[config.mk]
export PLATFORM = sky130hd
export DESIGN_NAME = fifo2audio
export DESIGN_NICKNAME = d
export VERILOG_FILES = /design/src/rtl/fifo2audio.sv
export SDC_FILE = /design/constraint.sdc
export NUM_CORES = 1
export LEC_CHECK = 0
export CORE_MARGIN = 3
export CORE_UTILIZATION = 49
export DETAILED_ROUTE_END_ITERATION = 8
export GPL_TIMING_DRIVEN = 0
export PLACE_DENSITY = 0.72
export SETUP_SLACK_MARGIN = 0.02
export SLEW_MARGIN = 10
export SYNTH_ARGS = -nofsm -noshare
export SYNTH_HDL_FRONTEND = slang
export SYNTH_SLANG_ARGS = --single-unit
[constraint.sdc]
create_clock -name bclk -period 1.8 [get_ports bclk]
set_clock_uncertainty 0.1 [all_clocks]
set_input_delay 0.36 -clock bclk [delete_from_list [all_inputs] [get_ports bclk]]
set_output_delay 0.36 -clock bclk [all_outputs]
set_load 0.01 [all_outputs]
[src/rtl/fifo2audio.sv]
// FIFO-to-codec playback serialiser: one FIFO word per daclrc frame, sent MSB-first, I2S one-bit delay.
// Build option FIFO2AUDIO_STEREO_DUP_EN: right channel repeats the left sample instead of silence.
module fifo2audio #(
   parameter int WIDTH = 16,
   parameter int CNTW  = 8
) (
   input  logic             bclk,
   input  logic             reset,
   input  logic             start2play,
   input  logic             daclrc,
   input  logic [WIDTH-1:0] rddata,
   input  logic             rdempty,
   output logic             rdclk,
   output logic             rdreq,
   output logic             dacdat,
   output logic             playing,
   output logic [CNTW-1:0]  underrun_cnt
);

   localparam int BW = $clog2(WIDTH) + 1;
   localparam logic [BW-1:0] LAST_BIT = BW'(WIDTH - 1);

   typedef enum logic [2:0] {
      S_IDLE,
      S_FETCH,
      S_LOAD,
      S_WAITFALL,
      S_LEFT,
      S_GAPL,
      S_RIGHT,
      S_GAPR
   } state_t;

   state_t           r_state;
   state_t           w_next;
   logic [WIDTH-1:0] r_shift;
   logic [WIDTH-1:0] r_hold;
   logic [WIDTH-1:0] w_right_word;
   logic [BW-1:0]    r_bitcnt;
   logic             r_lrc_d;
   logic             r_empty;
   logic             w_fall;
   logic             w_rise;

   assign rdclk   = bclk;
   assign w_fall  = r_lrc_d & ~daclrc;
   assign w_rise  = ~r_lrc_d & daclrc;
   assign playing = (r_state != S_IDLE);

`ifdef FIFO2AUDIO_STEREO_DUP_EN
   assign w_right_word = r_hold;
`else
   assign w_right_word = '0;
`endif

   always_ff @(posedge bclk or posedge reset) begin
      if (reset) r_state <= S_IDLE;
      else       r_state <= w_next;
   end

   always_comb begin
      w_next = r_state;
      rdreq  = 1'b0;
      case (r_state)
         S_IDLE:     if (start2play && daclrc) w_next = S_FETCH;
         S_FETCH: begin
            rdreq  = ~rdempty;
            w_next = S_LOAD;
         end
         S_LOAD:     w_next = S_WAITFALL;
         S_WAITFALL: if (w_fall) w_next = S_LEFT;
         S_LEFT:     if (r_bitcnt == LAST_BIT) w_next = S_GAPL;
         S_GAPL:     if (w_rise) w_next = S_RIGHT;
         S_RIGHT:    if (r_bitcnt == LAST_BIT) w_next = S_GAPR;
         S_GAPR:     w_next = start2play ? S_FETCH : S_IDLE;
         default:    w_next = S_IDLE;
      endcase
   end

   // FIFO q arrives the cycle after rdreq, so hold is loaded in S_LOAD, not S_FETCH.
   always_ff @(posedge bclk or posedge reset) begin
      if (reset) begin
         r_lrc_d      <= 1'b0;
         r_shift      <= '0;
         r_hold       <= '0;
         r_bitcnt     <= '0;
         r_empty      <= 1'b0;
         underrun_cnt <= '0;
      end else begin
         r_lrc_d <= daclrc;
         case (r_state)
            S_FETCH: begin
               r_empty <= rdempty;
               if (rdempty && (underrun_cnt != '1))
                  underrun_cnt <= underrun_cnt + 1'b1;
            end
            S_LOAD: r_hold <= r_empty ? '0 : rddata;
            S_WAITFALL: begin
               if (w_fall) begin
                  r_shift  <= r_hold;
                  r_bitcnt <= '0;
               end
            end
            S_LEFT, S_RIGHT: begin
               r_shift  <= r_shift << 1;
               r_bitcnt <= r_bitcnt + 1'b1;
            end
            S_GAPL: begin
               if (w_rise) begin
                  r_shift  <= w_right_word;
                  r_bitcnt <= '0;
               end
            end
            default: ;
         endcase
      end
   end

   always_ff @(negedge bclk or posedge reset) begin
      if (reset)
         dacdat <= 1'b0;
      else
         dacdat <= ((r_state == S_LEFT) || (r_state == S_RIGHT)) ? r_shift[WIDTH-1] : 1'b0;
   end

endmodule

==> results of run 1 <==
## cells by family (layout without fill, tap and decap cells)
family                     Yosys count  count (layout)  share of synthesized area, %
AOI/OAI and AO/OA                   53              53                          14.7
adders and majority gates            3               3                          1.52
xor gates and xnor gates             3               3                          1.06
DFF                                 51              51                          51.6
and+or+nand+nor                     66              66                          14.8
muxes                               21              21                          11.6
buffers and inverters               23              89                          4.85
## path summary, 6_finish.rpt
path	slack, ns	start	end
setup / recovery	-0.48	dacdat	dacdat
hold / removal	0.23	daclrc	r_lrc_d
setup reg to reg	-0.26	r_state[2]	dacdat
hold reg to reg	0.39	r_hold[0]	r_hold[0]
max in group asynchronous	0.25	reset	dacdat
min in group asynchronous	0.34	reset	r_hold[15]
## state kept, by name (all words and copies together), names as in the netlist
signal and cells:
r_hold 16, dacdat 1, r_lrc_d 1, r_bitcnt 5
r_empty 1, r_shift 16, underrun_cnt 8, r_state 3
## power breakdown
part           total [W]  switching [W]  internal [W]
clock            0.00106       0.000429      0.000633
sequential       0.00190       0.000305       0.00160
combinational    0.00269        0.00114       0.00155
total            0.00566        0.00187       0.00378
## repair_timing
item,in CTS,in global routing
hold buffers,0,0
endpoints found under the setup margin,30,52
gates cloned,2,1
resized for setup,49,26
pin swaps,4,5
setup buffers,20,5
## worst register-to-register path: stages (launching register included)
cell	delay, ns
dfrtp_1	0.42
buf_6	0.12
nor2b_4	0.13
clkbuf_16	0.13
and2_4	0.12
## cells in the mapped netlist, types with 2 or more instances
| master | instances | share of area, % |
|---|---|---|
| and2_1 | 2 | 0.51 |
| nand2_1 | 20 | 3.0 |
| a31oi_1 | 2 | 0.51 |
| a21oi_1 | 4 | 0.81 |
| buf_6 | 3 | 1.4 |
| nor2b_1 | 4 | 1.0 |
| clkbuf_1 | 6 | 0.91 |
| o21ai_0 | 19 | 3.8 |
| xnor2_1 | 3 | 1.1 |
| nand3_1 | 4 | 0.81 |
| nor4bb_1 | 2 | 0.81 |
| inv_1 | 7 | 1.1 |
| nand4_1 | 4 | 1.0 |
| o22ai_1 | 2 | 0.51 |
| a21o_1 | 3 | 0.91 |
| nor2_1 | 2 | 0.30 |
| dfrtp_1 | 50 | 51 |
| buf_2 | 6 | 1.2 |
| mux2i_1 | 2 | 0.81 |
| mux2_2 | 5 | 2.3 |
| mux2_4 | 14 | 8.5 |
| and3_1 | 2 | 0.51 |
| a22o_1 | 15 | 5.3 |
| ha_1 | 3 | 1.5 |
| nand2b_1 | 20 | 5.1 |
## stage by stage
stage	instances	area, sq um
6_report	353	3400
5_1_grt	353	3400
4_1_cts	349	3290
3_5_place_dp	319	2900
3_3_place_gp	319	2900
2_1_floorplan	220	2500
## layout make-up
class	instances	area (sq um)
buffer	12	125
clock buffer	10	135
clock inverter	2	35.0
fill	372	1410
inverter	7	30.0
multi-input combinational	146	1180
sequential	51	1280
tap	67	83.8
timing repair buffer	56	531
timing repair inverter	2	12.5
## metal layers
metal	up-vias	wire (um)	GRT usage, %
met2	29	2580	30.6
met1	880	2580	28.2
met3	11	194	6.22
met5	-	0	0
li1	908	-	-
met4	0	134	11.9
==> metrics.txt, run 1 <==
Max Slew Vio Count=0; reg2reg path depth=4; worst hold slack=approximately 0.23 ns; Syn Inst Count=between 200 and 250; Startpoint Class=flop; Top-Level Pins=33; RSZ-0062 raised after global routing=yes; Mapped Avg Cell Area=11.2 sq um; Die Wd=~77 um; crit path capture type=output port; sequential element share of the synthesized area=between 50% and 60%; pwr dens=approximately 1700 nW/um^2; hpwl dp=between 3000 and 4000 um; synth unique cells=41; initial antenna violation count=0; crit path buf inv count=1; ANT nets after route=0; remaining global-route overflow=0; maximum number of pins on one net before global-route repair=27; slowest CP cell=dfrtn_1; setup slack after layout=-0.482 ns; Seq cells post-synth=between 50 and 60; setup violators final=23; Starting Density=approximately 51%; Synth Cell Area=between 2000 and 2500 sq um; Hold Crit Depth=1; CP cell instances=buf_2; Syn Nets=around 240; Pleak=~1.6 nW; PnR Total Power=about 0.0057 W; Port Buf Inserts=32; Reg clk slew, reported paths=around 0.09 ns; VDD IR max=1030 uV; max incr delay on CP=about 0.38 ns; Worst Path Arrival=around 1.8 ns; Hold WC Path Type=in2reg; die footprint=~5900 sq um; vias in the first global route=~1900; first-pass GRT wire length=about 9500 um; Main synth FF type=dfrtp_1; Data required, critical path=approximately 1.3 ns; max_slew headroom=59.0%; Site Rows=25; max_cap viols=0; Post-Route WL=about 5500 um; Core ar.=slightly below 5000 sq um; worst skew pair latency=a little over 0.4 ns; Via density=between 5 and 6; final core occ=approximately 70%; yosys warns=0; WL per Instance=approximately 16 um; commonest cells after routing, fill and taps aside=dfrtp_1 (50), nand2_1 (20), clkdlybuf4s50_1 (20), nand2b_1 (19); Final Hold Vio Count=0; critical path peak fanout=1; worst slew pin tran=between 0.6 and 0.7 ns; DIE HEIGHT=about 77 um; commonest non-fill, non-tap cell in the layout=dfrtp_1; dpl ws=-0.731 ns; asr flop ratio synth=100%; total negative slack=-2.52 ns; CTS tree=done; nets=309; kind of critical path=reg2out; initial drt markers=91; DR vias=~1800; Routability Congestion=0.729; antenna diode count=0; DR DRC count=0; first-pass iteration count of the detailed router=4; outcome=finished, violations left; share of post-route cells with drive strength above 1=approximately a third; Post-synth EDFFs=0; Worst path top cell family by delay=flip-flops; violated checks=setup timing; gr usage total=a little over a fifth; area grow syn2layout=37.6%; Crit path depth=1
Power figures use the tool's default switching activity.
==> inputs of run 2 (changes only) <==
CAP_MARGIN = 25   (was unset)
==> run 2 against run 1 <==
The run still ends with setup timing left. Via count increased by 0.98%. Hold slack lost 0.014 ns. Cell count up 0.57%. Critical path depth unchanged. Worst setup slack improved by 0.0034 ns. First-iteration DRC count fell by 19%. Utilization increased by 0.94 points. Power decreased by 0.34%. Routed wire length shrank 1.6%. Register-to-register slack improved by 0.12 ns. Non-clock buffer count increased by 3. Critical path type unchanged.
==> metrics.txt, run 2 (synthesis gave the netlist of run 1 again) <==
outcome=finished, violations left; violated checks=setup timing; area of the multi-input gates=1200 sq um (+1.8%); vias in the first global route=1898 (+0.58%); total negative slack=-2.55 ns (-0.0330 ns); first-pass GRT wire length=9020 um (-5.1%); Pleak=1.70 nW (+3.6%); WL per Instance=15.2 um (-2.1%); VDD IR max=1000 uV (-2.5%); nets=311 (+0.65%); Placed Instances=320 (+0.31%); Port Buf Inserts=32 (unchanged); critical path peak fanout=1 (unchanged); P_int=0.00375 W (-0.72%); worst slew pin tran=0.502 ns (-0.110 ns); slowest CP cell=dfrtn_1; Hold WC Path Type=in2async; kind of critical path=reg2out; sequential share of power=33.5% (about the same); setup slack after layout=-0.478 ns (+0.00344 ns); share of post-route cells with drive strength above 1=33.0% (+1.2 points); Worst Path Arrival=1.82 ns (about the same); DR DRC count=0 (unchanged); pwr dens=1630 nW/um^2 (-1.6%); switch share=33.4% (+0.25 points); register area=1280 sq um (about the same); gr usage total=19.8% (-1.3 points); hpwl dp=3110 um (+2.8%); crit path capture type=output port; Comb power frac=49.5% (+1.9 points); maximum number of pins on one net before global-route repair=33 (+22%); ANT nets after route=0 (unchanged); max incr delay on CP=0.38 ns (about the same); PnR Total Power=0.00564 W (-0.34%); P_sw=0.00188 W (+0.42%); initial antenna violation count=0 (unchanged); Routability Congestion=0.729 (unchanged); remaining global-route overflow=0 (unchanged); commonest cells after routing, fill and taps aside=dfrtp_1 (49), nand2_1 (20), buf_4 (19), nand2b_1 (19), clkdlybuf4s50_1 (19); Starting Density=51.4% (unchanged); Worst path top cell family by delay=flip-flops; CP cell instances=buf_2; Via density=5.20 (+0.42%); Cell Count, Final, Fillers Out=355 (+0.57%); dpl ws=-0.529 ns (+0.202 ns); Largest regs=r_hold (16), r_shift (16), underrun_cnt (8); Reg clk slew, reported paths=0.09 ns (about the same); area grow syn2layout=39.4%; Data required, critical path=1.34 ns (about the same); first-pass iteration count of the detailed router=4 (unchanged); Startpoint Class=flop; DIE HEIGHT=77.1 um (unchanged); Top-Level Pins=33 (unchanged); Post-Route WL=5400 um (-1.6%); die footprint=5940 sq um (unchanged); max_slew headroom=66.3% (+7.4 points); Hold Buf Count CTS=0 (unchanged); commonest non-fill, non-tap cell in the layout=dfrtp_1; Site Rows=25 (unchanged); clock network power share=17.0% (-1.8 points); initial drt markers=74 (-19%); worst hold slack=0.217 ns (-0.0138 ns); worst skew pair latency=0.40 ns (about the same); Die Wd=77.1 um (unchanged); Final Hold Vio Count=0 (unchanged); CTS tree=done; Max Slew Vio Count=0 (unchanged); Core ar.=4820 sq um (unchanged); antenna diode count=0 (unchanged); DR vias=1846 (+0.98%); Filler Cell Count=369 (-0.81%); RSZ-0062 raised after global routing=yes; setup violators final=27 (+17%); max_cap viols=0 (unchanged); crit path buf inv count=1 (unchanged)
## run 2: changes by cell type in the layout (fill, tap and decap cells not counted), sizes merged
cell and change:
dlymetal6s2s +3, clkbuf +1, clkinv -1, dlygate4sd2 -2
clkinvlp -1, buf +4, clkdlybuf4s50 -1, bufinv -1
## run 2: worst paths after layout
kind	end	startpoint	slack, ns	depth (start not counted)
setup reg to reg	dacdat	r_state[2]	-0.14	3
min in group bclk	r_lrc_d	daclrc	0.24	1
hold reg to reg	r_hold[0]	r_hold[0]	0.39	2
hold / removal	r_hold[15]	reset	0.22	2
max in group asynchronous	dacdat	reset	0.16	3
setup / recovery	dacdat	dacdat	-0.48	1
## run 2: repair_timing
item                                    4_1_cts  5_1_grt
pin swaps                                     6        6
resized for setup                            49       36
gates cloned                                  1        2
endpoints found under the hold margin         0        0
endpoints found under the setup margin       28       52
buffers inserted                             19        6
## run 2: per-stage QoR
stage / area, sq um / util (%)
4_1_cts: 3290 / 68.3
3_3_place_gp: 2900 / 60.2
3_5_place_dp: 2920 / 60.6
6_report: 3450 / 71.6
2_1_floorplan: 2500 / -
5_1_grt: 3450 / 71.6
## run 2: worst reg2reg max path: cells and delay by family, from the launching register on
| kind | cells | cell delay [ns] |
|---|---|---|
| buffers and inverters | 1 | 0.13 |
| and+or+nand+nor | 2 | 0.27 |
| DFF | 1 | 0.41 |
## run 2: cell type report
class,count,area share [%]
multi-input cells,146,34.7
inverters,7,0.871
clock buffers,12,4.43
repair inverters,1,0.145
plain buffers,12,3.59
repair buffers,59,16.8
flip-flops and latches,51,37.0
well taps,67,2.43
## run 2: power groups by stage
stage / logic (W) / clock network [W] / registers, W
2_1_floorplan: 0.00158 / 0.0000458 / 0.00186
3_3_place_gp: 0.00201 / 0.0000873 / 0.00192
3_5_place_dp: 0.00207 / 0.0000873 / 0.00193
4_1_cts: 0.00251 / 0.000976 / 0.00188
5_1_grt: 0.00305 / 0.00104 / 0.00195
6_report: 0.00279 / 0.000958 / 0.00189
## run 2: routing by layer
| metal | up-vias | track usage, % | part of all wire (%) |
|---|---|---|---|
| met5 | - | 0 | 0 |
| met4 | 0 | 9.43 | 2.0 |
| met3 | 9 | 5.87 | 3.8 |
| met2 | 31 | 31.1 | 48 |
| met1 | 897 | 25.0 | 47 |
| li1 | 909 | - | - |
